`src/rtl/rv_pkg.sv`:
```
// Shared definitions for the instruction-fetch slice.
//   XLEN          : address/data width used by fetch entries
//   NOP_INSTR     : canonical NOP (addi x0,x0,0) carried by fault entries
//   fetch_state_t : fetch FSM states
//   fetch_entry_t : one instruction-buffer entry {instr, pc, fault}
package rv_pkg;

    localparam int unsigned XLEN      = 32;
    localparam logic [31:0] NOP_INSTR = 32'h0000_0013;

    typedef enum logic [1:0] {
        REQ,
        WAIT,
        FAULT
    } fetch_state_t;

    typedef struct packed {
        logic [31:0]     instr;
        logic [XLEN-1:0] pc;
        logic            fault;
    } fetch_entry_t;

endpackage

```
`src/rtl/fetch_fifo.sv`:
```
// Small synchronous FIFO of fetch entries between memory and decode.
//   clk, rst_n : clock, asynchronous active-low reset
//   flush      : empty the buffer; a push in the same cycle lands in the empty buffer
//   push       : write push_data at the tail
//   push_data  : entry to write
//   pop        : drop the head entry (ignored when empty or flushing)
//   count      : current occupancy (0..DEPTH)
//   head       : head entry (contents undefined when empty)
//   empty      : occupancy is zero
module fetch_fifo
    import rv_pkg::*;
#(
    parameter int unsigned DEPTH = 2
) (
    input  logic                     clk,
    input  logic                     rst_n,
    input  logic                     flush,
    input  logic                     push,
    input  fetch_entry_t             push_data,
    input  logic                     pop,
    output logic [$clog2(DEPTH):0]   count,
    output fetch_entry_t             head,
    output logic                     empty
);

    localparam int unsigned AW = $clog2(DEPTH);
    localparam int unsigned CW = AW + 1;

    fetch_entry_t   mem [DEPTH];
    logic [AW-1:0]  rd_ptr;
    logic [AW-1:0]  wr_ptr;
    logic [AW-1:0]  wr_idx;
    logic           full;
    logic           do_pop;

    assign empty  = (count == '0);
    assign full   = (count == CW'(DEPTH));
    assign do_pop = pop && !empty && !flush;
    // A flush restarts both pointers at slot 0, so a coincident push goes there.
    assign wr_idx = flush ? '0 : wr_ptr;
    assign head   = mem[rd_ptr];

    always_ff @(posedge clk or negedge rst_n) begin
        if (!rst_n) begin
            rd_ptr <= '0;
            wr_ptr <= '0;
            count  <= '0;
        end else if (flush) begin
            rd_ptr <= '0;
            wr_ptr <= push ? AW'(1) : '0;
            count  <= push ? CW'(1) : '0;
        end else begin
            if (push) begin
                wr_ptr <= wr_ptr + 1'b1;
            end
            if (do_pop) begin
                rd_ptr <= rd_ptr + 1'b1;
            end
            case ({push, do_pop})
                2'b10:   count <= count + 1'b1;
                2'b01:   count <= count - 1'b1;
                default: count <= count;
            endcase
        end
    end

    always_ff @(posedge clk) begin
        if (push) begin
            mem[wr_idx] <= push_data;
        end
    end

    // Requests are only issued while a slot is free, so a regular push never meets a full buffer.
    a_no_push_when_full: assert property (@(posedge clk) disable iff (!rst_n)
        !(push && !flush && full));

endmodule

```
`src/rtl/fetch_unit.sv`:
```
// Instruction-fetch stage: owns the PC, fetches one word at a time over a
// req/gnt/rvalid handshake, buffers {instr, pc, fault} and hands them to decode.
//   clk, reset      : clock, asynchronous active-low reset
//   imem_req/addr   : fetch request and word address (held until gnt)
//   imem_gnt        : request accepted this cycle
//   imem_rvalid/rdata : response for the single outstanding request
//   redirect_valid/pc : branch/jump redirect; flushes the buffer
//   id_valid/ready  : decode handshake on the buffer head
//   id_instr/pc/fault : head entry (zero while the buffer is empty)
module fetch_unit
    import rv_pkg::*;
#(
    parameter int unsigned     XLEN       = rv_pkg::XLEN,
    parameter logic [XLEN-1:0] RESET_PC   = '0,
    parameter int unsigned     FIFO_DEPTH = 2
) (
    input  logic            clk,
    input  logic            reset,
    output logic            imem_req,
    output logic [XLEN-1:0] imem_addr,
    input  logic            imem_gnt,
    input  logic            imem_rvalid,
    input  logic [31:0]     imem_rdata,
    input  logic            redirect_valid,
    input  logic [XLEN-1:0] redirect_pc,
    output logic            id_valid,
    input  logic            id_ready,
    output logic [31:0]     id_instr,
    output logic [XLEN-1:0] id_pc,
    output logic            id_fault
);

    localparam int unsigned CW = $clog2(FIFO_DEPTH) + 1;

    if (XLEN != rv_pkg::XLEN) begin : g_xlen_check
        $error("fetch_unit: XLEN must equal rv_pkg::XLEN");
    end

    fetch_state_t     state;
    logic [XLEN-1:0]  pc;
    logic [XLEN-1:0]  req_pc;
    logic             discard;

    logic [CW-1:0]    count;
    fetch_entry_t     head;
    fetch_entry_t     push_data;
    logic             empty;
    logic             push;
    logic             pop;
    logic             granted;
    logic             misaligned;
    logic             in_flight_next;

    // Credit rule: only ask for a word when its response is guaranteed a slot.
    assign imem_req   = reset && (state == REQ) && (count < CW'(FIFO_DEPTH));
    assign imem_addr  = pc;
    assign granted    = imem_req && imem_gnt;
    assign misaligned = (redirect_pc[1:0] != 2'b00);

    // A request is still outstanding after this edge if it is granted now, or an
    // earlier one has not returned yet. A response arriving in the redirect cycle
    // itself is consumed by the flush, so nothing is left to discard afterwards.
    assign in_flight_next = granted ||
                            (((state == WAIT) || ((state == FAULT) && discard)) && !imem_rvalid);

    always_comb begin
        push      = 1'b0;
        push_data = '{instr: imem_rdata, pc: req_pc, fault: 1'b0};
        if (redirect_valid) begin
            push      = misaligned;
            push_data = '{instr: NOP_INSTR, pc: redirect_pc, fault: 1'b1};
        end else if ((state == WAIT) && imem_rvalid && !discard) begin
            push = 1'b1;
        end
    end

    assign pop      = id_valid && id_ready && !redirect_valid;
    assign id_valid = !empty;
    assign id_instr = empty ? '0 : head.instr;
    assign id_pc    = empty ? '0 : head.pc;
    assign id_fault = empty ? 1'b0 : head.fault;

    always_ff @(posedge clk or negedge reset) begin
        if (!reset) begin
            state   <= REQ;
            pc      <= RESET_PC;
            req_pc  <= '0;
            discard <= 1'b0;
        end else if (redirect_valid) begin
            pc      <= redirect_pc;
            discard <= in_flight_next;
            if (misaligned) begin
                state <= FAULT;
            end else if (in_flight_next) begin
                state <= WAIT;
            end else begin
                state <= REQ;
            end
        end else begin
            case (state)
                REQ: begin
                    if (granted) begin
                        req_pc <= pc;
                        pc     <= pc + XLEN'(4);
                        state  <= WAIT;
                    end
                end
                WAIT: begin
                    if (imem_rvalid) begin
                        discard <= 1'b0;
                        state   <= REQ;
                    end
                end
                FAULT: begin
                    // Leave the fault only on redirect; just retire a dropped response.
                    if (imem_rvalid) begin
                        discard <= 1'b0;
                    end
                end
                default: state <= REQ;
            endcase
        end
    end

    fetch_fifo #(
        .DEPTH (FIFO_DEPTH)
    ) u_fifo (
        .clk       (clk),
        .rst_n     (reset),
        .flush     (redirect_valid),
        .push      (push),
        .push_data (push_data),
        .pop       (pop),
        .count     (count),
        .head      (head),
        .empty     (empty)
    );

endmodule

```
`config.mk`:
```
export PLATFORM = sky130hd
export DESIGN_NAME = fetch_unit
export DESIGN_NICKNAME = d
export VERILOG_FILES = /design/src/rtl/rv_pkg.sv /design/src/rtl/fetch_fifo.sv /design/src/rtl/fetch_unit.sv
export SDC_FILE = /design/constraint.sdc
export NUM_CORES = 1
export LEC_CHECK = 0
export CAP_MARGIN = 15
export CORE_AREA = 2 2 149 122
export DETAILED_ROUTE_END_ITERATION = 10
export DIE_AREA = 0 0 151 124
export GPL_ROUTABILITY_DRIVEN = 0
export PLACE_DENSITY = 0.83
export SYNTH_ARGS = -nofsm -noshare
export SYNTH_HDL_FRONTEND = slang
export SYNTH_SLANG_ARGS = --single-unit
```
`constraint.sdc`:
```
create_clock -name clk -period 7.2 [get_ports clk]
set_clock_uncertainty 0.05 [all_clocks]
set_input_delay 1.08 -clock clk [delete_from_list [all_inputs] [get_ports clk]]
set_output_delay 1.08 -clock clk [all_outputs]
set_load 0.05 [all_outputs]
```
Yosys cells after proc, flatten, opt, wreduce, memory -nomap -nowiden
Memory sizes are Yosys's and may differ from the RTL's.
Cells that the tools add are included.
{"block": "classes", "bitwise": 1, "order_cmp": 1, "n_reduce_logical": 32, "n_mux": 28, "add_sub_neg": 5, "eq_ne": 7}
{"operator": "32-bit 2-to-1 mux", "count": 5}
{"operator": "65-bit 2-to-1 mux", "count": 1}
{"operator": "32-bit by 3-bit adder with 32-bit output (second input constant)", "count": 1}
{"operator": "1-bit 2-to-1 mux", "count": 15}
{"operator": "2-bit nonzero test", "count": 7}
{"operator": "1-bit logical AND", "count": 11}
{"operator": "2-bit 2-to-1 mux", "count": 5}
{"operator": "3-bit != test (second input constant)", "count": 2}
{"operator": "2-bit one-hot mux with 3 select lines", "count": 1}
{"operator": "3-bit AND reduction", "count": 2}
{"operator": "2-bit by 1-bit equality test with 1-bit output (second input constant)", "count": 2}
{"operator": "2-bit equality test (second input constant)", "count": 2}
{"operator": "1-bit logical NOT", "count": 4}
{"operator": "2-bit logical NOT", "count": 2}
{"operator": "2-bit one-hot mux with 2 select lines", "count": 1}
{"operator": "2-bit AND reduction", "count": 2}
{"operator": "3-bit nonzero test", "count": 1}
{"operator": "1-bit adder (second input constant)", "count": 2}
{"operator": "2-bit by 1-bit adder with 2-bit output (second input constant)", "count": 1}
{"operator": "1-bit logical OR", "count": 2}
{"operator": "2-bit less-than comparator (second input constant)", "count": 1}
{"operator": "2-bit != test (second input constant)", "count": 1}
{"operator": "2-bit OR reduction", "count": 1}
{"operator": "2-bit by 1-bit subtractor with 2-bit output (second input constant)", "count": 1}
{"operator": "1-bit inverter", "count": 1}
{"block": "totals", "n_memories": 1, "output_inout_bits": 99, "ff_bits": 71, "mem_bits_rw": 130}
{"memory": "u_fifo.mem", "words": 2, "word_bits": 65, "rd": 1, "rd_clocked_by_memory_dff": 0, "write_ports": 1, "line": "fetch_fifo.sv:29", "text": "fetch_entry_t mem [DEPTH];"}

Logic depth before layout (Yosys ltp)
Gate-level depths: netlist of run 1.
{"block": "depth", "word_depth": 9, "mapped_depth": 8, "mapped_depth_nobuf": 6}

By module
Synthesis of run 1 repeated with hierarchy kept, for this count alone.
{"block": "unflattened", "cells_unflattened": 704, "area_unflattened_um2": 9311.4}
{"mod": "fetch_fifo", "cells_per_inst": 226, "instances": 1, "area_each_um2": 5068.6}
{"mod": "fetch_unit", "cells_per_inst": 478, "instances": 1, "area_each_um2": 4242.8}

Least setup slack after synthesis of run 1
No wires, ideal clock.
{"block": "synth_timing", "kind": "input to register", "startpoint": "in redirect_valid", "endpoint": "mem u_fifo.mem[0][0] (netlist name), enable pin", "stages": 2, "path_buffers": 0, "arrival_ps": 5871, "setup_slack_ps": 701, "setup_time_ps": 578, "required_ps": 6572, "path_cell_list": "nand4bb_1 -> o21ai_0"}
{"block": "synth_via", "elab_chain_cells": 3}
{"item": "start, declared", "line": "fetch_unit.sv:24", "text": "input logic redirect_valid,"}
{"item": "1-bit 2-to-1 mux", "line": "fetch_unit.sv:69", "text": "if (redirect_valid) begin"}
{"item": "1-bit 2-to-1 mux", "line": "fetch_fifo.sv:68", "text": "if (push) begin"}
{"item": "1-bit 2-to-1 mux (not written as such)", "line": "fetch_fifo.sv:69", "text": "mem[wr_idx] <= push_data;"}
{"item": "end, declared", "line": "fetch_fifo.sv:29"}
Several ways; a longest one is shown, not always the timed one.

Worst setup path in the final report of run 1
{"block": "layout_timing", "startpoint": "reg u_fifo.rd_ptr", "endpoint": "out id_pc[16]"}
{"block": "layout_via", "elab_chain_cells": 2}
{"item": "start, declared", "line": "fetch_fifo.sv:30", "text": "logic [AW-1:0] rd_ptr;"}
{"item": "start signal, assigned", "line": "fetch_fifo.sv:57", "text": "rd_ptr <= rd_ptr + 1'b1;"}
{"item": "memory read 2 x 65 bit"}
{"item": "32-bit 2-to-1 mux", "line": "fetch_unit.sv:80", "text": "assign id_pc = empty ? '0 : head.pc;"}
{"item": "end, declared", "line": "fetch_unit.sv:29", "text": "output logic [XLEN-1:0] id_pc,"}
No other way between the ends.

==> metrics.csv, run 1 <==
metric;value;unit
Fin. Hold Viols;0;
fillers;1266;
#FFs+latches synth;201;
Worst Tran Pin Value;0.945;ns
GRT overflow;0;
met3 Use GR;0.0407;
non-filler cells in the finished layout;1108;
Slew headroom;0.370;
Seq/Total Area, Yosys;0.644;
data required time of the worst path;6.07;ns
global-route wire length before repair;31.3;mm
Worst VDD drop;0.000171;V
crit-path leading delay family;buffers and inverters;
Max FO, Critical Path;36;
initial antenna violation count;0;
Area Overhead vs Synth;29.6;%
Die H;124;um
RSZ-0062 raised after global routing;no;
CP arrival;3.12;ns
clk_lat worst skew;0.49;ns
Max-Cap Viols;0;
post-DR vias/cell;5.54;
CP Launch Type;flip-flop;
Slew Viols, Final;0;
number of synthesized flops with an enable pin;130;
Post-Syn Instances;716;
WL final;20.0;mm
Sink Count;201;
io pins;169;
Rows;43;
die area;0.0187;mm^2
PwrDens;291;mW/mm^2
GRT Total Usage;0.215;
Netlist cell types;38;
slowest stage delay, CP;0.83;ns
CP Cell Sequence;buf_4, mux2i_1, nor2_1, clkdlybuf4s50_1;
status;finished, final reports clean;
WHS;0.454;ns
crit end category;output port;
dpl cells;1070;
FF-to-FF setup slack;4.21;ns
CP max stage cell;clkdlybuf4s50_1;
endpoint of the worst hold path;req_pc[28];
ANT cells;0;
postcts setup bufs;0;
CTS Buffer Depth;3;
kind of critical path;reg -> out;
share of synthesized registers carrying an async set or reset;0.353;
CTS H-tree depth;1;
Power Total;3.32;mW
hold path depth;1;
DR pass1 iterations;5;
clock slew at reported path FFs;0.06;ns
Warnings, synthesis;0;
Final nets;942;
Core Region;0.0171;mm^2
root buffer cell;clkbuf_16;
ANT nets after route;0;
Inserted Clock Buffers;21;
syn_nets;790;
Max Freq;0.235;GHz
fin crit share;0.591;
WP buf/inv;2;
Layout Utilization;0.668;
ys flop type;edfxtp_1;
die extent in x;151;um
WL per Instance;18.0;um
M1 GR Usage;0.303;
r2r endpoint;imem_addr[29];
layout cells sized above 1;0.0861;
Tmin final;4.25;ns
I/O Buffers;168;
via count;6139;
Pleak;4.12;nW
Worst Reg2Reg Path Length in Cells;6;
Mapped Avg Cell Area;12.3;um^2
worst r2r src;state[0];
GRT met2 Usage;0.357;
drt drc;0;
most used routing layer in global routing;met2;
vias in the first global route;6045;
hold buffers post-CTS;0;
# setup viols final;0;
cts repair resizes;0;
largest net degree at the start of global routing;67;
CTS tree;built;
Initial Utilization;0.516;
hold wc startpoint;req_pc[28];
Initial DRC Count;402;
post-detail-place hpwl;12.6;mm
Worst Hold Class;reg -> reg;
Cell Area, Synth;0.00882;mm^2
TNS Setup;0;ns
[synthesized netlist by cell type (2+ instances only)]
cell type  instances  area [um^2]
or2_2              3         18.8
nand3_1           17         85.1
dfrtp_1           71         1780
xnor2_1           11         96.3
xor2_1             2         17.5
ha_1               4         50.1
nor4_1             4         25.0
inv_1             28          105
or3_1              9         56.3
buf_1              8         30.0
o31ai_1           10         75.1
mux2i_1           67          671
nor2_1            83          312
a31oi_1           12         75.1
buf_2              5         25.0
edfxtp_1         130         3900
nor3_1             2         10.0
a22oi_1            4         30.0
clkbuf_1          31          116
and4_1             4         35.0
nand2_1           50          188
o211ai_1           8         60.1
mux2_2            28          315
o21ai_0           60          300
nand4_1            6         37.5
nor2b_1           33          206
or4_1             15          113
[kinds of logic after synthesis]
logic type / Yosys count / synth area share
simple gates: 232 / 0.129
flops: 201 / 0.644
compound gates: 98 / 0.0648
mux: 95 / 0.112
buf+inv: 73 / 0.0319
xor+xnor: 13 / 0.0129
fa+ha+maj: 4 / 0.00567
[placed cells by master (no fill, tap or decap), types with 2 or more instances in the layout]
cell,Yosys,final
clkinv_1,0,4
clkbuf_1,31,3
or3_1,9,9
mux2i_1,67,67
dfrtp_1,71,70
clkbuf_8,0,2
o211ai_1,8,8
clkdlybuf4s50_1,0,166
nor3_1,2,2
or4_1,15,15
xnor2_1,11,11
nor2_4,0,2
a22oi_1,4,4
nand3_1,17,17
nand4_1,6,6
mux2_2,28,28
edfxtp_1,130,130
ha_1,4,4
a31oi_1,12,12
clkbuf_16,0,21
bufinv_16,0,5
and4_1,4,4
buf_4,0,8
or2_2,3,3
xor2_1,2,2
nand2_1,50,50
nor2_1,83,81
o21ai_0,60,59
nor2b_1,33,33
o31ai_1,10,10
inv_1,28,28
nor4_1,4,4
[through the flow]
stage	cell area, um^2	setup WS [ns]
after floorplan	8820	0.701
after global placement	10700	3.42
after detailed placement	10700	3.35
after CTS	11400	2.90
after global routing	11400	2.76
final	11400	2.95
[layout make-up]
cell class	count	area [um^2]	share of cell area
Sequential cell	201	5680	0.497
Clock buffer	26	564	0.0494
Multi-Input combinational cell	442	2890	0.253
Inverter	28	105	0.00919
Timing Repair Buffer	174	1720	0.151
Clock inverter	12	188	0.0164
Tap cell	225	282	0.0246
[worst max path at each step]
stage / start / end / slack, ns / cells past startpoint
floorplan: redirect_valid / u_fifo.mem[0][0] / 0.70 / 2
global placement: reset / imem_addr[24] / 3.42 / 5
detailed placement: reset / imem_addr[29] / 3.35 / 5
CTS: u_fifo.rd_ptr / id_pc[16] / 2.90 / 4
global route: u_fifo.rd_ptr / id_pc[13] / 2.76 / 4
finish: u_fifo.rd_ptr / id_pc[16] / 2.95 / 4
[sequential cells by signal, indices dropped and copies added, names as in the netlist]
name and flops:
u_fifo.wr_ptr 1, req_pc 32, state 2, u_fifo.mem 130
discard 1, u_fifo.count 2, imem_addr 32, u_fifo.rd_ptr 1
[where the power goes]
part	leakage (nW)	internal, mW	switching, mW
registers	2.07	1.39	0.0832
logic	1.68	0.258	0.420
clock network	0.366	0.736	0.429
total	4.12	2.39	0.932
[metal layers]
layer  up-vias  wire length (um)
met5         -                 0
met4         0               227
met1      2999              8610
met3        23              1690
met2       237              9440
li1       2880                 -
Power figures use the tool's default switching activity.
==> run 2, diff against run 1 <==
clock period = 4.4 ns   (was 7.2 ns; I/O delays follow)
==> metrics.csv, run 2 (same netlist as run 1, synthesis figures left out) <==
metric;value;unit;change
fillers;1214;;-4.1%
I/O Buffers;168;;unchanged
Final nets;946;;+0.42%
leading cell types in the layout, fill and taps excluded;166 x clkdlybuf4s50_1, 130 x edfxtp_1, 81 x nor2_1;;
Slew Viols, Final;0;;unchanged
WL final;19.7;mm;-1.3%
die area;0.0187;mm^2;unchanged
Max FO, Critical Path;57;;+58%
WL per Instance;17.7;um;-1.6%
crit-path leading delay family;buffers and inverters;;
slowest stage delay, CP;1.13;ns;+0.30 ns
DR pass1 iterations;5;;unchanged
Worst VDD drop;0.000260;V;+52%
drt drc;0;;unchanged
Worst Tran Pin Value;1.05;ns;+0.104 ns
ANT cells;0;;unchanged
RSZ-0062 raised after global routing;no;;
crit end category;output port;;
layout cells sized above 1;0.0880;;+0.00197
GRT overflow;0;;unchanged
Inserted Clock Buffers;20;;-4.8%
Rows;43;;unchanged
largest net degree at the start of global routing;70;;+4.5%
fin crit share;0.831;;
Max-Cap Viols;0;;unchanged
via count;6147;;+0.13%
PwrDens;459;mW/mm^2;+58%
CP arrival;2.94;ns;-0.18 ns
GRT Total Usage;0.209;;-0.00574
Fin. Hold Viols;0;;unchanged
Sink Count;201;;unchanged
clock slew at reported path FFs;0.06;ns;about the same
ANT nets after route;0;;unchanged
dpl cells;1074;;+0.37%
max reg flops;130;;unchanged
Worst Hold Class;reg -> reg;;
die extent in x;151;um;unchanged
clk_lat worst skew;0.48;ns;about the same
footprint of the multi-input gates;0.00289;mm^2;unchanged
Initial DRC Count;515;;+28%
WP buf/inv;2;;unchanged
kind of critical path;reg -> out;;
Max Freq;0.274;GHz;
CP max stage cell;dfrtp_4;;
Most flops, register;u_fifo.mem;;
# setup viols final;0;;unchanged
CP Launch Type;flip-flop;;
status;finished, final reports clean;;
post-DR vias/cell;5.53;;-0.14%
Tmin final;3.65;ns;
root buffer cell;clkbuf_16;;
Seq. cell area;0.00568;mm^2;unchanged
post-detail-place hpwl;12.8;mm;+1.9%
io pins;169;;unchanged
Area Overhead vs Synth;29.1;%;
CTS tree;built;;
CP Cell Sequence;buf_4, mux2i_1, nor2_1, clkdlybuf4s50_1;;
TNS Setup;0;ns;unchanged
CTS Buffer Depth;3;;unchanged
initial antenna violation count;0;;unchanged
Core Region;0.0171;mm^2;unchanged
global-route wire length before repair;30.5;mm;-2.8%
Initial Utilization;0.516;;unchanged
data required time of the worst path;3.69;ns;-2.38 ns
Pleak;4.10;nW;-0.33%
most common cell after layout, fill and taps aside;clkdlybuf4s50_1;;
vias in the first global route;5788;;-4.3%
Slew headroom;0.300;;-0.0696
CTS H-tree depth;1;;unchanged
non-filler cells in the finished layout;1111;;+0.27%
WHS;0.452;ns;-0.00272 ns
Die H;124;um;unchanged
Power Total;5.22;mW;+57%
run 2: worst paths after layout:
| kind | to | depth (start not counted) | slack, ns | start |
|---|---|---|---|---|
| setup / recovery | id_instr[24] | 4 | 0.75 | u_fifo.rd_ptr |
| hold / removal | req_pc[26] | 1 | 0.45 | req_pc[26] |
| setup reg to reg | imem_addr[31] | 6 | 1.65 | state[1] |
| hold reg to reg | req_pc[26] | 1 | 0.45 | req_pc[26] |
| max in group asynchronous | req_pc[1] | 3 | 2.71 | reset |
| min in group asynchronous | u_fifo.count[0] | 2 | 0.52 | reset |
run 2: final cells by class:
| type | instances | area share |
|---|---|---|
| clock inverter | 4 | 0.00374 |
| multi-input combinational | 442 | 0.254 |
| inverter | 28 | 0.00923 |
| clock buffer | 32 | 0.0550 |
| sequential | 201 | 0.499 |
| timing repair buffer | 179 | 0.155 |
| tap | 225 | 0.0247 |
run 2: through the flow:
step / instance area [um^2] / setup WS [ns] / utilization
2_1_floorplan: 8820 / 0.0727 / -
3_3_place_gp: 10700 / 1.23 / 0.626
3_5_place_dp: 10700 / 1.19 / 0.626
4_1_cts: 11400 / 0.707 / 0.666
5_1_grt: 11400 / 0.603 / 0.666
6_report: 11400 / 0.745 / 0.666
run 2: what timing repair did:
action,4_1_cts,5_1_grt
hold buffers,1,0
buffers inserted,0,0
resized for setup,0,0
hold endpoints to repair,9,0
run 2: routing by layer:
layer / part of all wire / track usage / routed length, um / vias to the layer above
li1: - / - / - / 2891
met1: 0.45 / 0.303 / 8880 / 2979
met2: 0.45 / 0.332 / 8880 / 249
met3: 0.082 / 0.0418 / 1610 / 28
met4: 0.017 / 0.0444 / 325 / 0
met5: 0 / 0 / 0 / -
run 2: power by group:
part           switching (mW)  total [mW]  internal (mW)
Clock                   0.661        1.69           1.03
Combinational           0.676        1.10          0.429
Sequential              0.145        2.43           2.28
